<file path="config.mk">
export PLATFORM = sky130hd
export DESIGN_NAME = nbit_serial_subtractor
export DESIGN_NICKNAME = d
export VERILOG_FILES = /design/src/rtl/nbit_serial_subtractor.sv
export SDC_FILE = /design/constraint.sdc
export NUM_CORES = 1
export LEC_CHECK = 0
export ABC_AREA = 1
export CAP_MARGIN = 40
export CORE_MARGIN = 5
export CORE_UTILIZATION = 53
export CTS_BUF_LIST = sky130_fd_sc_hd__clkbuf_4 sky130_fd_sc_hd__clkbuf_8
export DETAILED_ROUTE_END_ITERATION = 7
export GPL_ROUTABILITY_DRIVEN = 0
export PLACE_DENSITY = 0.84
export SLEW_MARGIN = 25
export SYNTH_ARGS = -nofsm -noshare
export SYNTH_HDL_FRONTEND = slang
export SYNTH_SLANG_ARGS = --single-unit
</file>
<file path="constraint.sdc">
create_clock -name clk -period 1.52 [get_ports clk]
set_input_delay 0.228 -clock clk [delete_from_list [all_inputs] [get_ports clk]]
set_output_delay 0.228 -clock clk [all_outputs]
set_load 0.01 [all_outputs]
</file>
<file path="src/rtl/nbit_serial_subtractor.sv">
// nbit_serial_subtractor: multi-cycle D = A - B - BI with borrow-out, CHUNK bits per cycle, LSB chunk first.
// Define SERIAL_SUB_OVF_EN to add the signed-overflow output OVF.
module nbit_serial_subtractor #(
    parameter int N     = 8,
    parameter int CHUNK = 1
) (
    input  logic         clk,
    input  logic         rst,
    input  logic         start,
    input  logic [N-1:0] A,
    input  logic [N-1:0] B,
    input  logic         BI,
    output logic         busy,
    output logic         done,
    output logic [N-1:0] D,
    output logic         BO
`ifdef SERIAL_SUB_OVF_EN
    ,
    output logic         OVF
`endif
);
    localparam int STEPS = N / CHUNK;
    localparam int CW = (STEPS > 1) ? $clog2(STEPS) : 1;
    localparam logic [CW-1:0] LAST = CW'(STEPS - 1);

    typedef enum logic [1:0] {IDLE, RUN, DONE} state_t;

    state_t         r_state, w_next;
    logic [N-1:0]   r_a, r_b, r_res, w_res;
    logic           r_borrow;
    logic [CW-1:0]  r_count;
    logic [CHUNK:0] w_diff;
    logic           w_last;

    if (N < 2 || N % CHUNK != 0) begin : g_bad_cfg
        $error("nbit_serial_subtractor: need N >= 2 and N %% CHUNK == 0");
    end

    // One extra bit on the chunk difference; its MSB is the borrow into the next chunk.
    assign w_diff = {1'b0, r_a[CHUNK-1:0]} - {1'b0, r_b[CHUNK-1:0]} - (CHUNK+1)'(r_borrow);
    assign w_last = r_count == LAST;

    if (CHUNK == N) begin : g_single
        assign w_res = w_diff[CHUNK-1:0];
    end else begin : g_shift
        assign w_res = {w_diff[CHUNK-1:0], r_res[N-1:CHUNK]};
    end

    always_ff @(posedge clk or posedge rst) begin
        if (rst) r_state <= IDLE;
        else     r_state <= w_next;
    end

    always_comb begin
        w_next = r_state;
        case (r_state)
            IDLE:    w_next = start ? RUN : IDLE;
            RUN:     w_next = w_last ? DONE : RUN;
            default: w_next = IDLE;
        endcase
    end

    always_comb begin
        busy = r_state == RUN;
        done = r_state == DONE;
    end

`ifdef SERIAL_SUB_OVF_EN
    logic r_a_sign, r_b_sign;
`endif

    always_ff @(posedge clk or posedge rst) begin
        if (rst) begin
            r_a      <= '0;
            r_b      <= '0;
            r_res    <= '0;
            r_borrow <= 1'b0;
            r_count  <= '0;
            D        <= '0;
            BO       <= 1'b0;
`ifdef SERIAL_SUB_OVF_EN
            r_a_sign <= 1'b0;
            r_b_sign <= 1'b0;
            OVF      <= 1'b0;
`endif
        end else if (r_state == IDLE && start) begin
            r_a      <= A;
            r_b      <= B;
            r_borrow <= BI;
            r_count  <= '0;
`ifdef SERIAL_SUB_OVF_EN
            r_a_sign <= A[N-1];
            r_b_sign <= B[N-1];
`endif
        end else if (r_state == RUN) begin
            r_a      <= r_a >> CHUNK;
            r_b      <= r_b >> CHUNK;
            r_res    <= w_res;
            r_borrow <= w_diff[CHUNK];
            r_count  <= r_count + 1'b1;
            if (w_last) begin
                D  <= w_res;
                BO <= w_diff[CHUNK];
`ifdef SERIAL_SUB_OVF_EN
                OVF <= (r_a_sign != r_b_sign) && (w_res[N-1] != r_a_sign);
`endif
            end
        end
    end
endmodule
</file>
# After elaboration in Yosys (flattened, before gate mapping)
# Cells that the tools add are included.
[word_totals] reg_bits=39 in_bits=20
[classes] add_sub_neg=3 eq_ne=3 mux=11 n_bitwise=1 n_reduce_logical=5
[op_table] cell="$mux W8" n=4
[op_table] cell="$mux W3" n=2
[op_table] cell="$pmux W2 S2" n=1
[op_table] cell="$add A3 B1 Y3 const B" n=1
[op_table] cell="$eq A3 B3 Y1 const B" n=1
[op_table] cell="$mux W1" n=3
[op_table] cell="$reduce_and A3 Y1" n=1
[op_table] cell="$eq A2 B1 Y1 const B" n=1
[op_table] cell="$eq A2 B2 Y1 const B" n=1
[op_table] cell="$logic_not A2 Y1" n=1
[op_table] cell="$mux W2" n=1
[op_table] cell="$reduce_and A2 Y1" n=1
[op_table] cell="$reduce_bool A2 Y1" n=1
[op_table] cell="$sub A1 B1 Y2" n=1
[op_table] cell="$sub A2 B1 Y2" n=1
[op_table] cell="$logic_and A1 B1 Y1" n=1
[op_table] cell="$not A1 Y1" n=1

# Longest topological paths before layout
# Gate-level depths: netlist of run 1.
[depth] depth_word=4 mapped_depth=6

# Least setup slack after synthesis of run 1
# No wires, ideal clock.
[synth_path] kind="register to register" startpoint="reg r_a[0]" endpoint="reg D[7]" setup_time_ns=0.117 arrival_time_ns=1.039 required_time_ns=1.403 setup_slack_ns=0.364 path_stages_with_launch=6 path_buffers=0 period_less_slack_ns=1.156 cell_sequence="dfrtp_1 > inv_1 > fa_1 > inv_1 > nand2_1 > nand2_1"
[synth_between] elab_chain_cells=2
[synth_rtl] item="from (decl)" line="29" rtl="logic [N-1:0] r_a, r_b, r_res, w_res;"
[synth_rtl] item="from (signal assigned)" line="96" rtl="r_a <= r_a >> CHUNK;"
[synth_rtl] item="$sub A1 B1 Y2" line="40" rtl="assign w_diff = {1'b0, r_a[CHUNK-1:0]} - {1'b0, r_b[CHUNK-1:0]} - (CHUNK+1)'(r_borrow);"
[synth_rtl] item="$sub A2 B1 Y2" line="40"
[synth_rtl] item="to (signal assigned)" line="102" rtl="D <= w_res;"
[synth_rtl] item="to (decl)" line="15" rtl="output logic [N-1:0] D,"
# No other way between the ends.
# A chain may end at the register's enable or synchronous reset.

# Worst setup path after layout of run 1
[layout_path] startpoint="reg BO" endpoint="out BO"
[layout_lines] item="from (decl)" line="16" rtl="output logic BO"
[layout_lines] item="from (signal assigned)" line="103" rtl="BO <= w_diff[CHUNK];"
# No word-level cell between the ends.

==> flow_metrics.py, run 1 <==
metrics = {
    "worst_setup_path": {
        "cpLargestDelayFamily": "buffers and inverters",
        "crit_buf_inv": 1,
        "reg2reg_slack_ns": 0.14,
        "r2r_end": "r_a[3]",
        "worstSetupPathType": "flop to primary output",
        "reg2regPathDepth": 7,
        "cp_cell_sequence": "clkdlybuf4s50_1",
        "worst_setup_path_start_kind": "flop",
        "critPathMaxFanout": 2,
        "cp-end-kind": "primary output",
        "required_ns": 1.29,
        "timing.rr.start": "r_state[0]",
        "max_stage_delay_ns": 0.54,
        "critPathSlowestCell": "clkdlybuf4s50_1",
        "cp.arrival_ns": 1.23,
    },
    "clocking": {
        "clk_pin_slew_ns": 0.10,
        "clock-root-buffer": "clkbuf_4",
        "numCtsBuffers": 5,
        "cts_hold_buf": 0,
        "clkLatencyLatePin_ns": 0.32,
        "h-tree-depth": 2,
        "cts_tree": "built",
        "ctsLongestPathBuffers": 2,
        "cts.sinks": 38,
    },
    "cells_and_area": {
        "area_growth_pct": 26.7,
        "fill_cells": 229,
        "drive_gt1_share_pct": 9.78,
        "layout_common_cells": "nand2_1 (90), dfrtp_1 (38), nand3_1 (32)",
        "diodes": 0,
        "nNetsFinal": 248,
        "final_area_um2": 2070,
        "final_common_cell": "nand2_1",
    },
    "floorplanning": {
        "fp.dieH_um": 65.5,
        "dieArea_um2": 4290,
        "rows": 20,
        "core-area_um2": 3000,
        "io_pins": 31,
        "die_w_um": 65.5,
        "start_util_pct": 54.4,
    },
    "detailed_routing": {
        "viasPerCell": 5.08,
        "routedWlPerCell_um": 12.7,
        "drtIter0Drc": 49,
        "drc": 0,
        "drtAntennaViolNets": 0,
        "drtPass1Iterations": 4,
        "routed_wl_um": 3270,
        "vias": 1311,
    },
    "placement": {
        "placed_area_um2": 1990,
        "hpwl_um": 2270,
        "port-buffer-count": 30,
    },
    "timing": {
        "slew_headroom_pct": 73.0,
        "rsz0062_at_grt": "no",
        "tightestPinTransition_ns": 0.404,
        "hold_viol": 0,
        "min_period_over_period_pct": 95.6,
        "period_needed_ns": 1.45,
        "drv_slew": 0,
        "skew_ns": 0.00523,
        "setup-violations-final": 0,
        "max_freq_mhz": 688,
        "setup_tns_ns": 0,
    },
    "yosys": {
        "synthXorXnorAreaFrac_pct": 0,
        "synth_seq_cells": 38,
        "ys_warn_count": 0,
        "syn-cell-area_um2": 1630,
        "synth_cells": 187,
        "synth.distinct_cells": 13,
        "syn_nets": 210,
        "ys_seq_area_share_pct": 58.2,
        "synth-compound-area-share_pct": 1.23,
        "synthMuxAreaShare_pct": 0,
        "synthAdderAreaFrac_pct": 2.76,
        "syn_avg_cell_area_um2": 8.74,
        "yosys.area_share.simple_pct": 32.8,
        "synth_top_family_by_area": "simple AND/OR/NAND/NOR gates",
    },
    "power": {
        "p_leak_nw": 1.06,
        "power_w": 0.00378,
        "ir_drop_mv": 0.878,
        "power_density_nw_per_um2": 1820,
    },
    "job": {
        "maxCapViolations": 0,
    },
    "global_routing": {
        "grt_antenna_before_repair": 0,
        "grt_pass1_vias": 1314,
        "grt_usage_pct": 17.7,
        "grt_overflow": 0,
        "grt_max_degree": 39,
        "grt_pass1_wl_um": 5750,
    },
    "min_path": {
        "hp-class": "primary input to async pin",
    },
    "outcome": {
        "status": "finished clean",
    },
}
## logic make-up after synthesis
group,Yosys count
buf+inv,15
compound gates,4
flops,38
simple gates,127
fa+ha+maj,3
## sequential cells by signal, summed over array words and instances (netlist names)
signal    count
BO            1
D             8
r_a           8
r_b           8
r_borrow      1
r_count       3
r_res         7
r_state       2
## what timing repair did
action / CTS / global route
gates resized for setup: 3 / 3
setup endpoints to repair: 2 / 2
cloned: 0 / 0
setup buffers: 2 / 1
## cell usage after synthesis (all sizes together)
cell type / n / share of area (%)
nand2: 92 / 21
dfrtp: 38 / 58
nand3: 32 / 9.8
buf: 8 / 3.2
inv: 7 / 1.8
o21ai: 4 / 1.2
nor2: 3 / 1.6
ha: 2 / 1.5
fa: 1 / 1.2
## per-layer routing
layer / vias to the layer above / GRT usage [%] / share of wire, %
li1: 663 / - / -
met1: 618 / 21.6 / 44
met2: 25 / 30.1 / 50
met3: 5 / 3.76 / 4.2
met4: 0 / 7.77 / 1.7
met5: - / 0 / 0
## report_power, final
group,switching (W),internal [W],total [W]
sequential,0.000255,0.00145,0.00170
combinational,0.000853,0.000725,0.00158
clock,0.000288,0.000210,0.000498
## worst max-delay path by stage
stage / to / depth (start not counted) / start / slack (ns)
final: BO / 1 / BO / 0.07
after CTS: busy / 4 / r_state[0] / 0.008
after floorplan: D[7] / 5 / r_a[0] / 0.36
after detailed placement: busy / 4 / r_state[1] / 0.09
after global routing: BO / 1 / BO / 0.001
after global placement: busy / 4 / r_state[1] / 0.13
## per-stage QoR
stage,hold slack (ns),setup WS (ns),instances,util (%)
6_report,0.242,0.0662,258,69.0
3_5_place_dp,0.458,0.0851,248,66.4
4_1_cts,0.250,0.00832,257,68.5
3_3_place_gp,0.453,0.132,248,66.4
2_1_floorplan,0.373,0.364,187,-
5_1_grt,0.249,0.00122,258,69.0
## worst min-delay path, cell delays in order
cell,delay [ns]
clkdlybuf4s50_1,0.39
inv_1,0.09
buf_12,0.23
## area by class of cell
type	count	area [um2]	area share (%)
Clock buffer	7	52.6	2.54
Inverter	7	28.8	1.39
Multi-Input combinational cell	134	602	29.1
Sequential cell	38	951	45.9
Tap cell	33	41.3	1.99
Timing Repair Buffer	39	395	19.1
No activity file was read; power rests on OpenSTA's default activity.
==> inputs of run 2 (changes only) <==
- clock period: 1.52 -> 1.4 ns (I/O delays scaled with it)
==> run 2 against run 1 <==
Effect of this change: final cell count is 1.6% higher; combinational power is 3% higher; first-iteration DRC count grew to 2.6 times the previous value; critical path depth is 5 higher; setup slack better by 0.034 ns; sequential share of layout area is 0.056 points higher; die area stayed put; routed wire length is 0.31% lower; largest cell class unchanged; highest routed layer unchanged.
==> flow_metrics.py, run 2 (synthesis gave the netlist of run 1 again) <==
metrics = {
    "worst_setup_path": {
        "timing.rr.start": "r_count[0]",
        "cp-end-kind": "flop",
        "crit_buf_inv": 1,
        "cp_cell_sequence": "ha_1, ha_1, inv_1, nor2_4, nand2_1, nand2_1",
        "max_stage_delay_ns": 0.39,
        "critical_path_depth": 6,
        "r2r_end": "D[3]",
        "required_ns": 1.67,
        "critPathLaunch": "r_count[0]",
        "worstSetupPathType": "flop to flop",
        "worst_setup_path_start_kind": "flop",
        "crit_end": "D[3]",
        "critPathMaxFanout": 10,
        "cp.arrival_ns": 1.57,
        "critPathSlowestCell": "dfrtp_1",
        "reg2regPathDepth": 6,
        "reg2reg_slack_ns": 0.1,
        "cpLargestDelayFamily": "simple AND/OR/NAND/NOR gates",
    },
    "global_routing": {
        "grt_pass1_vias": 1278,
        "grt_max_degree": 39,
        "grt_pass1_wl_um": 5620,
        "grt_usage_pct": 17.7,
        "grt_antenna_before_repair": 0,
        "grt_overflow": 0,
    },
    "cells_and_area": {
        "diodes": 0,
        "final_common_cell": "nand2_1",
        "final_util_pct": 68.9,
        "drive_gt1_share_pct": 12.2,
        "layout.cells.non_filler": 262,
        "area_growth_pct": 26.6,
        "reg_top3": "D: 8 flops, r_a: 8 flops, r_b: 8 flops",
        "layout_common_cells": "nand2_1 (90), dfrtp_1 (38), nand3_1 (32)",
        "nNetsFinal": 252,
        "final_area_um2": 2070,
    },
    "timing": {
        "skew_ns": 0.00924,
        "slew_headroom_pct": 82.2,
        "holdWs_ns": 0.213,
        "min_period_over_period_pct": 92.9,
        "hold_viol": 0,
        "setup-violations-final": 0,
        "tightestPinTransition_ns": 0.267,
        "drv_slew": 0,
        "max_freq_mhz": 769,
        "period_needed_ns": 1.30,
        "setup_tns_ns": 0,
    },
    "detailed_routing": {
        "drtAntennaViolNets": 0,
        "drc": 0,
        "drtPass1Iterations": 4,
        "dr_wl_met3_um": 134,
        "viasPerCell": 5.01,
        "routedWlPerCell_um": 12.4,
        "vias": 1312,
        "wl_met1_um": 1440,
        "dr_wl_met2_um": 1580,
        "routed_wl_um": 3260,
        "top_layer": "met4",
        "drtIter0Drc": 126,
    },
    "power": {
        "p_leak_nw": 1.09,
        "power_density_nw_per_um2": 1950,
        "ir_drop_mv": 0.838,
    },
    "floorplanning": {
        "dieArea_um2": 4290,
        "start_util_pct": 54.4,
        "die_w_um": 65.5,
        "fp.dieH_um": 65.5,
        "rows": 20,
        "core-area_um2": 3000,
        "io_pins": 31,
    },
    "clocking": {
        "cts_hold_buf": 0,
        "clock-root-buffer": "clkbuf_4",
        "ctsLongestPathBuffers": 2,
        "cts.sinks": 38,
        "cts_tree": "built",
        "clk_pin_slew_ns": 0.10,
        "numCtsBuffers": 5,
        "h-tree-depth": 2,
        "clkLatencyLatePin_ns": 0.34,
    },
    "outcome": {
        "status": "finished clean",
    },
    "placement": {
        "port-buffer-count": 30,
        "hpwl_um": 2290,
        "placed_area_um2": 2020,
        "place_inst": 253,
    },
    "job": {
        "maxCapViolations": 0,
    },
    "min_path": {
        "hp-class": "primary input to async pin",
    },
}
-- run 2: what timing repair did --
action                                  4_1_cts  5_1_grt
setup buffers                                 0        2
resized for setup                            13        5
endpoints found under the hold margin         0        0
pin swaps                                     0        1
endpoints found under the setup margin       11       10
gates cloned                                  0        0
-- run 2: metal layers --
layer  up-vias  GRT usage [%]
met5         -              0
met4         0           11.1
met3        10           3.76
met2        24           29.1
met1       607           20.9
li1        671              -
-- run 2: final cells by class --
type,count,area (um2)
Inverter,7,28.8
Timing Repair Buffer,43,393
Multi-Input combinational cell,134,602
Sequential cell,38,951
Clock buffer,7,52.6
Fill cell,244,935
Tap cell,33,41.3
-- run 2: worst min-delay path by stage --
| stage | from | to | slack [ns] | depth (start not counted) |
|---|---|---|---|---|
| 4_1_cts | rst | r_b[7] | 0.21 | 3 |
| 2_1_floorplan | A[7] | r_a[7] | 0.35 | 2 |
| 3_5_place_dp | D[5] | D[5] | 0.46 | 2 |
| 5_1_grt | rst | r_res[3] | 0.22 | 3 |
| 6_report | rst | D[2] | 0.21 | 3 |
| 3_3_place_gp | D[6] | D[6] | 0.45 | 2 |
-- run 2: worst min-delay path: cells and delay by family --
kind | cells | cell delay (ns)
buf+inv | 3 | 0.71
-- run 2: stage by stage --
stage          setup slack [ns]  total power [W]
2_1_floorplan             0.244          0.00292
3_3_place_gp             0.0923          0.00350
3_5_place_dp             0.0744          0.00358
4_1_cts                 0.00409          0.00404
5_1_grt                 -0.0201          0.00440
6_report                 0.0998          0.00403
-- run 2: power by group --
part	total (W)	switching [W]	internal, W
registers	0.00185	0.000282	0.00157
logic	0.00162	0.000913	0.000705
clock network	0.000557	0.000328	0.000228
